## config.mk

```make
export PLATFORM = sky130hd
export DESIGN_NAME = uart_beep_cmd_rx_flat
export DESIGN_NICKNAME = d
export VERILOG_FILES = /design/src/rtl/uart_pkg.sv /design/src/rtl/uart_beep_cmd_rx_if.sv /design/src/rtl/uart_rx_core.sv /design/src/rtl/uart_beep_cmd_rx.sv /design/src/flat_wrapper.sv
export SDC_FILE = /design/constraint.sdc
export NUM_CORES = 1
export LEC_CHECK = 0
export CAP_MARGIN = 25
export CORE_MARGIN = 4
export CORE_UTILIZATION = 35
export CTS_CLUSTER_SIZE = 20
export DETAILED_ROUTE_END_ITERATION = 6
export SETUP_SLACK_MARGIN = 0.4
export SYNTH_ARGS = -nofsm -noshare
export SYNTH_HDL_FRONTEND = slang
export SYNTH_HIERARCHICAL = 1
export SYNTH_SLANG_ARGS = --single-unit
```

## constraint.sdc

```tcl
create_clock -name sys_clk -period 1.9 [get_ports sys_clk]
set_input_delay 0.285 -clock sys_clk [delete_from_list [all_inputs] [get_ports sys_clk]]
set_output_delay 0.285 -clock sys_clk [all_outputs]
set_load 0.02 [all_outputs]
```

## src/rtl/uart_pkg.sv

```systemverilog
// Shared UART definitions: line defaults, beep command bytes and the receiver state encoding.
package uart_pkg;

  localparam int CLK_FREQ_DEF = 50_000_000;
  localparam int UART_BPS_DEF = 9600;

  localparam logic [7:0] CMD_ON_BYTE  = 8'h31;
  localparam logic [7:0] CMD_OFF_BYTE = 8'h30;

  typedef enum logic [1:0] {
    IDLE  = 2'd0,
    START = 2'd1,
    DATA  = 2'd2,
    STOP  = 2'd3
  } rx_state_t;

endpackage

```

## src/rtl/uart_beep_cmd_rx_if.sv

```systemverilog
// Serial line in, received byte / strobes / beep level out, plus the receiver state for observation.
interface uart_beep_cmd_rx_if;

  // No handshake: uart_rxd is a free-running line; rx_valid and frame_err are
  // single-cycle strobes with no ready, so consumers must capture on the strobe cycle.
  logic                 uart_rxd;
  logic [7:0]           rx_data;
  logic                 rx_valid;
  logic                 frame_err;
  logic                 beep_flag;
  uart_pkg::rx_state_t  rx_state;

  modport master (
    output uart_rxd,
    input  rx_data, rx_valid, frame_err, beep_flag, rx_state
  );

  modport slave (
    input  uart_rxd,
    output rx_data, rx_valid, frame_err, beep_flag, rx_state
  );

endinterface

```

## src/rtl/uart_rx_core.sv

```systemverilog
// 8N1 UART receiver: input synchroniser, start/data/stop FSM, baud and bit counters, shift register.
module uart_rx_core
  import uart_pkg::*;
#(
    parameter int CLK_FREQ = CLK_FREQ_DEF,
    parameter int UART_BPS = UART_BPS_DEF
) (
    input  logic       sys_clk,
    input  logic       sys_rst_n,
    input  logic       uart_rxd,
    output logic [7:0] rx_data,
    output logic       rx_valid,
    output logic       frame_err,
    output rx_state_t  rx_state
);

    localparam int          BAUD_CNT_MAX = CLK_FREQ / UART_BPS - 1;
    localparam logic [12:0] BAUD_END     = 13'(BAUD_CNT_MAX);
    localparam logic [12:0] BAUD_HALF    = 13'(BAUD_CNT_MAX / 2);

    logic        rxd_s1, rxd_s2, rxd_d;
    logic        start_edge;
    logic [12:0] baud_cnt;
    logic [2:0]  bit_cnt;
    logic [7:0]  shift_reg;
    rx_state_t   state;

    // Preset high so reset release on an idle line never looks like a start edge.
    always_ff @(posedge sys_clk or negedge sys_rst_n) begin
        if (!sys_rst_n) begin
            rxd_s1 <= 1'b1;
            rxd_s2 <= 1'b1;
            rxd_d  <= 1'b1;
        end else begin
            rxd_s1 <= uart_rxd;
            rxd_s2 <= rxd_s1;
            rxd_d  <= rxd_s2;
        end
    end

    assign start_edge = rxd_d & ~rxd_s2;
    assign rx_state   = state;

    always_ff @(posedge sys_clk or negedge sys_rst_n) begin
        if (!sys_rst_n) begin
            state     <= IDLE;
            baud_cnt  <= '0;
            bit_cnt   <= '0;
            shift_reg <= '0;
            rx_data   <= '0;
            rx_valid  <= 1'b0;
            frame_err <= 1'b0;
        end else begin
            rx_valid  <= 1'b0;
            frame_err <= 1'b0;
            case (state)
                IDLE: begin
                    baud_cnt <= '0;
                    bit_cnt  <= '0;
                    if (start_edge) state <= START;
                end
                START: begin
                    if (baud_cnt == BAUD_HALF) begin
                        baud_cnt <= '0;
                        state    <= rxd_s2 ? IDLE : DATA;
                    end else begin
                        baud_cnt <= baud_cnt + 13'd1;
                    end
                end
                DATA: begin
                    if (baud_cnt == BAUD_END) begin
                        baud_cnt  <= '0;
                        shift_reg <= {rxd_s2, shift_reg[7:1]};
                        if (bit_cnt == 3'd7) begin
                            bit_cnt <= '0;
                            state   <= STOP;
                        end else begin
                            bit_cnt <= bit_cnt + 3'd1;
                        end
                    end else begin
                        baud_cnt <= baud_cnt + 13'd1;
                    end
                end
                STOP: begin
                    // Leave mid-stop-bit so a back-to-back start edge is not missed.
                    if (baud_cnt == BAUD_END) begin
                        baud_cnt <= '0;
                        state    <= IDLE;
                        if (rxd_s2) begin
                            rx_data  <= shift_reg;
                            rx_valid <= 1'b1;
                        end else begin
                            frame_err <= 1'b1;
                        end
                    end else begin
                        baud_cnt <= baud_cnt + 13'd1;
                    end
                end
                default: state <= IDLE;
            endcase
        end
    end

endmodule

```

## src/rtl/uart_beep_cmd_rx.sv

```systemverilog
// UART command receiver for the beep stage: received '1'/'0' bytes set/clear a held beep enable.
module uart_beep_cmd_rx
  import uart_pkg::*;
#(
    parameter int         CLK_FREQ = CLK_FREQ_DEF,
    parameter int         UART_BPS = UART_BPS_DEF,
    parameter logic [7:0] CMD_ON   = CMD_ON_BYTE,
    parameter logic [7:0] CMD_OFF  = CMD_OFF_BYTE
) (
    input  logic               sys_clk,
    input  logic               sys_rst_n,
    uart_beep_cmd_rx_if.slave  bus
);

    logic [7:0] rx_data;
    logic       rx_valid;
    logic       frame_err;
    logic       beep_flag;
    rx_state_t  rx_state;

    uart_rx_core #(
        .CLK_FREQ (CLK_FREQ),
        .UART_BPS (UART_BPS)
    ) u_rx_core (
        .sys_clk   (sys_clk),
        .sys_rst_n (sys_rst_n),
        .uart_rxd  (bus.uart_rxd),
        .rx_data   (rx_data),
        .rx_valid  (rx_valid),
        .frame_err (frame_err),
        .rx_state  (rx_state)
    );

    // Only good frames reach the decode; framing errors leave the beep level alone.
    always_ff @(posedge sys_clk or negedge sys_rst_n) begin
        if (!sys_rst_n) begin
            beep_flag <= 1'b0;
        end else if (rx_valid) begin
            if (rx_data == CMD_ON)       beep_flag <= 1'b1;
            else if (rx_data == CMD_OFF) beep_flag <= 1'b0;
        end
    end

    assign bus.rx_data   = rx_data;
    assign bus.rx_valid  = rx_valid;
    assign bus.frame_err = frame_err;
    assign bus.beep_flag = beep_flag;
    assign bus.rx_state  = rx_state;

endmodule

```

## src/flat_wrapper.sv

```systemverilog
// flat-port wrapper written by rule: the top's interface ports become plain ports
module uart_beep_cmd_rx_flat import uart_pkg::*;
#(
    parameter int         CLK_FREQ = CLK_FREQ_DEF,
    parameter int         UART_BPS = UART_BPS_DEF,
    parameter logic [7:0] CMD_ON   = CMD_ON_BYTE,
    parameter logic [7:0] CMD_OFF  = CMD_OFF_BYTE
)
  (sys_clk, sys_rst_n, bus_uart_rxd, bus_rx_data, bus_rx_valid, bus_frame_err, bus_beep_flag, bus_rx_state);
  uart_beep_cmd_rx_if bus_i ();
  input  logic sys_clk;
  input  logic sys_rst_n;
  input wire logic [$bits(bus_i.uart_rxd)-1:0] bus_uart_rxd;
  output wire logic [$bits(bus_i.rx_data)-1:0] bus_rx_data;
  output wire logic [$bits(bus_i.rx_valid)-1:0] bus_rx_valid;
  output wire logic [$bits(bus_i.frame_err)-1:0] bus_frame_err;
  output wire logic [$bits(bus_i.beep_flag)-1:0] bus_beep_flag;
  output wire logic [$bits(bus_i.rx_state)-1:0] bus_rx_state;
  assign bus_i.uart_rxd = bus_uart_rxd;
  assign bus_rx_data = bus_i.rx_data;
  assign bus_rx_valid = bus_i.rx_valid;
  assign bus_frame_err = bus_i.frame_err;
  assign bus_beep_flag = bus_i.beep_flag;
  assign bus_rx_state = bus_i.rx_state;
  uart_beep_cmd_rx #(.CLK_FREQ(CLK_FREQ), .UART_BPS(UART_BPS), .CMD_ON(CMD_ON), .CMD_OFF(CMD_OFF)) u_core (.sys_clk(sys_clk), .sys_rst_n(sys_rst_n), .bus(bus_i));
endmodule
```

==> impl_metrics.csv <==
group,metric,value,unit
status,outcome,"finished with violations",
status,failed_checks,"setup timing",
detailed_routing,drc,0,
clock_network,cts.clk_slew.worst_paths,0.08,ns
global_route,overflow,0,
clock_network,cts_made_buffers,5,
timing,rsz0062_at_grt,"true",
timing,fin_skew,0.00332,ns
timing,max_slew_margin,66.4,%
worst_setup_path,max_stage_delay,0.52,ns
timing,report.final.slew_viol_count,0,
detailed_routing,via_per_inst,4.84,
yosys,synth_top_family_by_area,"simple AND/OR/NAND/NOR gates",
timing,setup_viol_count_final,4,
finish,layout-drive-gt1-share,40.4,%
run,cap_violations,0,
floorplan,core_region_area,5110,um^2
global_route,grt.total_usage,13.3,%
finish,diodes,0,
timing,fmax,0.524,GHz
clock_network,cts_tree,"yes",
global_route,grt_max_degree,41,
worst_setup_path,path_max_fanout,13,
detailed_routing,drt_iter0_drc,73,
global_route,antenna_found_initial,0,
yosys,ys_seq_area_share,54.8,%
yosys,synth_compound_area_share,3.28,%
place,portBuffers,15,
detailed_routing,postRouteAntennaNets,0,
worst_setup_path,path_cells,"or4b_1 > or4_4 > a22oi_4 > buf_12 > a21oi_1",
yosys,syn_inst,146,
worst_setup_path,setup.worst_path.start_class,"flip-flop",
pwr,power-per-cell-area,800,nW/um^2
floorplan,io_pins,16,
finish,largest_register_ff_count,13,
yosys,synthMuxAreaShare,12.3,%
pwr,vdd_drop_max,0.517,mV
pwr,finalPower,2010,uW
floorplan,chipHeight,80.4,um
place,dp_slack,-0.0392,ns
clock_network,htreeDepth,2,
floorplan,die-area,6460,um^2
clock_network,insertion_delay,0.29,ns
floorplan,initial_core_util,35.9,%
detailed_routing,routed_wl,3840,um
detailed_routing,route.vias.total,1297,
yosys,yosysUniqueCellTypes,38,
finish,fillers,474,
yosys,synth-adder-area-share,2.05,%
finish,post-route-util,49.1,%
yosys,avgSynthCellArea,12.6,um^2
place,place_hpwl,2490,um
timing,worst_pin_slew,0.504,ns
finish,final_common_cell,"dfrtp_1",
clock_network,clock-root-buffer,"clkbuf_8",
yosys,ys_ff_latch,40,
timing,setup_ws,-0.00714,ns
finish,layout_common_cells,"35 x dfrtp_1, 26 x buf_4, 17 x mux2_4",
clock_network,max-clock-path-buffers,2,
timing,hold_ws,0.0411,ns
worst_setup_path,arrival,2.08,ns
yosys,synthXorXnorAreaFrac,4.78,%
floorplan,die_w,80.4,um
yosys,syn-cell-area,1830,um^2
worst_setup_path,critPathSlowestCell,"or4b_1",
yosys,yosys_warnings,6,
finish,nNetsFinal,203,
global_route,grt_pass1_wl,6510,um
worst_setup_path,cp_data_required_time,2.08,ns
global_route,grt_pass1_vias,1323,
place,place_congestion,0.792,
hold_path,hp-class,"input pin to async pin",
yosys,syn_nets,152,
timing,post-route-min-period,1.91,ns
detailed_routing,detail_route.wl_per_cell,14.3,um
timing,hold_violations,0,
detailed_routing,drtPass1Iterations,4,
clock_network,cts_sinks,40,
worst_setup_path,end_kind,"flip-flop",
floorplan,rows,26,
pwr,leakage,0.00126,uW
yosys,synth_simple_gate_area_share,21.0,%
worst_setup_path,critical_path_class,"flip-flop to flip-flop",
timing,fin_crit_sh,100,%
finish,syn2layout_area_growth,36.8,%
final cells by class:
cell class | count | area (um^2) | share of cell area (%)
clock buffer | 6 | 72.6 | 2.89
tap | 70 | 87.6 | 3.49
sequential | 40 | 1010 | 40.2
timing repair buffer | 47 | 400 | 16.0
clock inverter | 2 | 35.0 | 1.40
multi-input combinational | 102 | 901 | 35.9
inverter | 1 | 3.75 | 0.150
what timing repair did:
action | in CTS | in global routing
setup endpoints to repair | 49 | 38
endpoints found under the hold margin | 0 | 0
gates resized for setup | 32 | 8
cloned | 1 | 0
hold buffers | 0 | 0
buffers inserted | 2 | 6
pin swaps | 9 | 3
report_power, final:
part / leakage [uW] / switching (uW) / total [uW] / internal [uW]
registers: 0.000536 / 44.2 / 956 / 912
clock network: 0.0000552 / 290 / 680 / 390
logic: 0.000667 / 172 / 371 / 199
total: 0.00126 / 507 / 2010 / 1500
through the flow:
step	cell area, um^2	TNS [ns]	std cells
floorplan	1840	-0.364	146
detailed placement	2230	-0.411	251
global placement	2230	0	251
CTS	2430	-0.0360	262
global route	2510	-1.23	268
finish	2510	-0.0130	268
cell families after synthesis:
kind of cell / count (synthesis)
flops: 40
simple gates: 64
buf+inv: 5
fa+ha+maj: 3
compound gates: 7
mux: 17
xor+xnor: 10
synth_stat cells:
cell type	count	area share, %
and4bb_2	1	0.68
o21ai_0	2	0.55
xnor2_1	4	1.9
ha_1	3	2.0
nand3_1	16	4.4
nor2_8	1	1.1
nand4bb_1	2	1.2
and3_1	3	1.0
or4_1	1	0.41
or2_1	1	0.34
xor2_1	6	2.9
buf_6	2	1.2
nand2_1	9	1.8
mux2_2	8	4.9
nand4b_1	1	0.48
a22oi_4	1	1.2
or4_4	1	0.61
dfstp_2	3	4.3
a32oi_1	1	0.48
nor2b_1	2	0.68
inv_1	1	0.20
nor3b_1	1	0.41
o41ai_1	1	0.48
nand2b_1	1	0.34
nor3_1	2	0.55
nand4_1	2	0.68
nor4_2	1	0.68
a21oi_1	1	0.27
nor2_1	14	2.9
nor4b_1	1	0.48
mux2_4	9	7.4
nor4b_2	1	0.82
or3_1	1	0.34
a31oi_1	1	0.34
or4b_1	1	0.55
dfrtp_1	37	51
and4_1	1	0.48
clkbuf_1	2	0.41
worst paths after layout:
kind	slack, ns	cells after the start	start	end
setup / recovery	-0.007	5	u_core/u_rx_core/baud_cnt[4]$_DFF_PN0_	u_core/u_rx_core/baud_cnt[6]$_DFF_PN0_
hold / removal	0.04	2	sys_rst_n	u_core/u_rx_core/bit_cnt[1]$_DFFE_PN0P_
setup reg to reg	-0.007	5	u_core/u_rx_core/baud_cnt[4]$_DFF_PN0_	u_core/u_rx_core/baud_cnt[6]$_DFF_PN0_
hold reg to reg	0.36	0	u_core/u_rx_core/rxd_s1$_DFF_PN1_	u_core/u_rx_core/rxd_s2$_DFF_PN1_
max in group asynchronous	1.49	2	sys_rst_n	async pin
min in group sys_clk	0.36	0	u_core/u_rx_core/rxd_s1$_DFF_PN1_	u_core/u_rx_core/rxd_s2$_DFF_PN1_
per-layer routing:
| layer | global-route usage, % | wire (um) |
|---|---|---|
| met2 | 21.7 | 1860 |
| met4 | 6.42 | 80 |
| met1 | 16.2 | 1730 |
| met3 | 3.59 | 177 |
| met5 | 0 | 0 |
critical path: cells and delay by family (launching register included):
family	cells	cell delay, ns
flops	1	0.41
compound gates	2	0.25
simple gates	2	0.98
buf+inv	1	0.15
(Power assumes the default switching activity.)
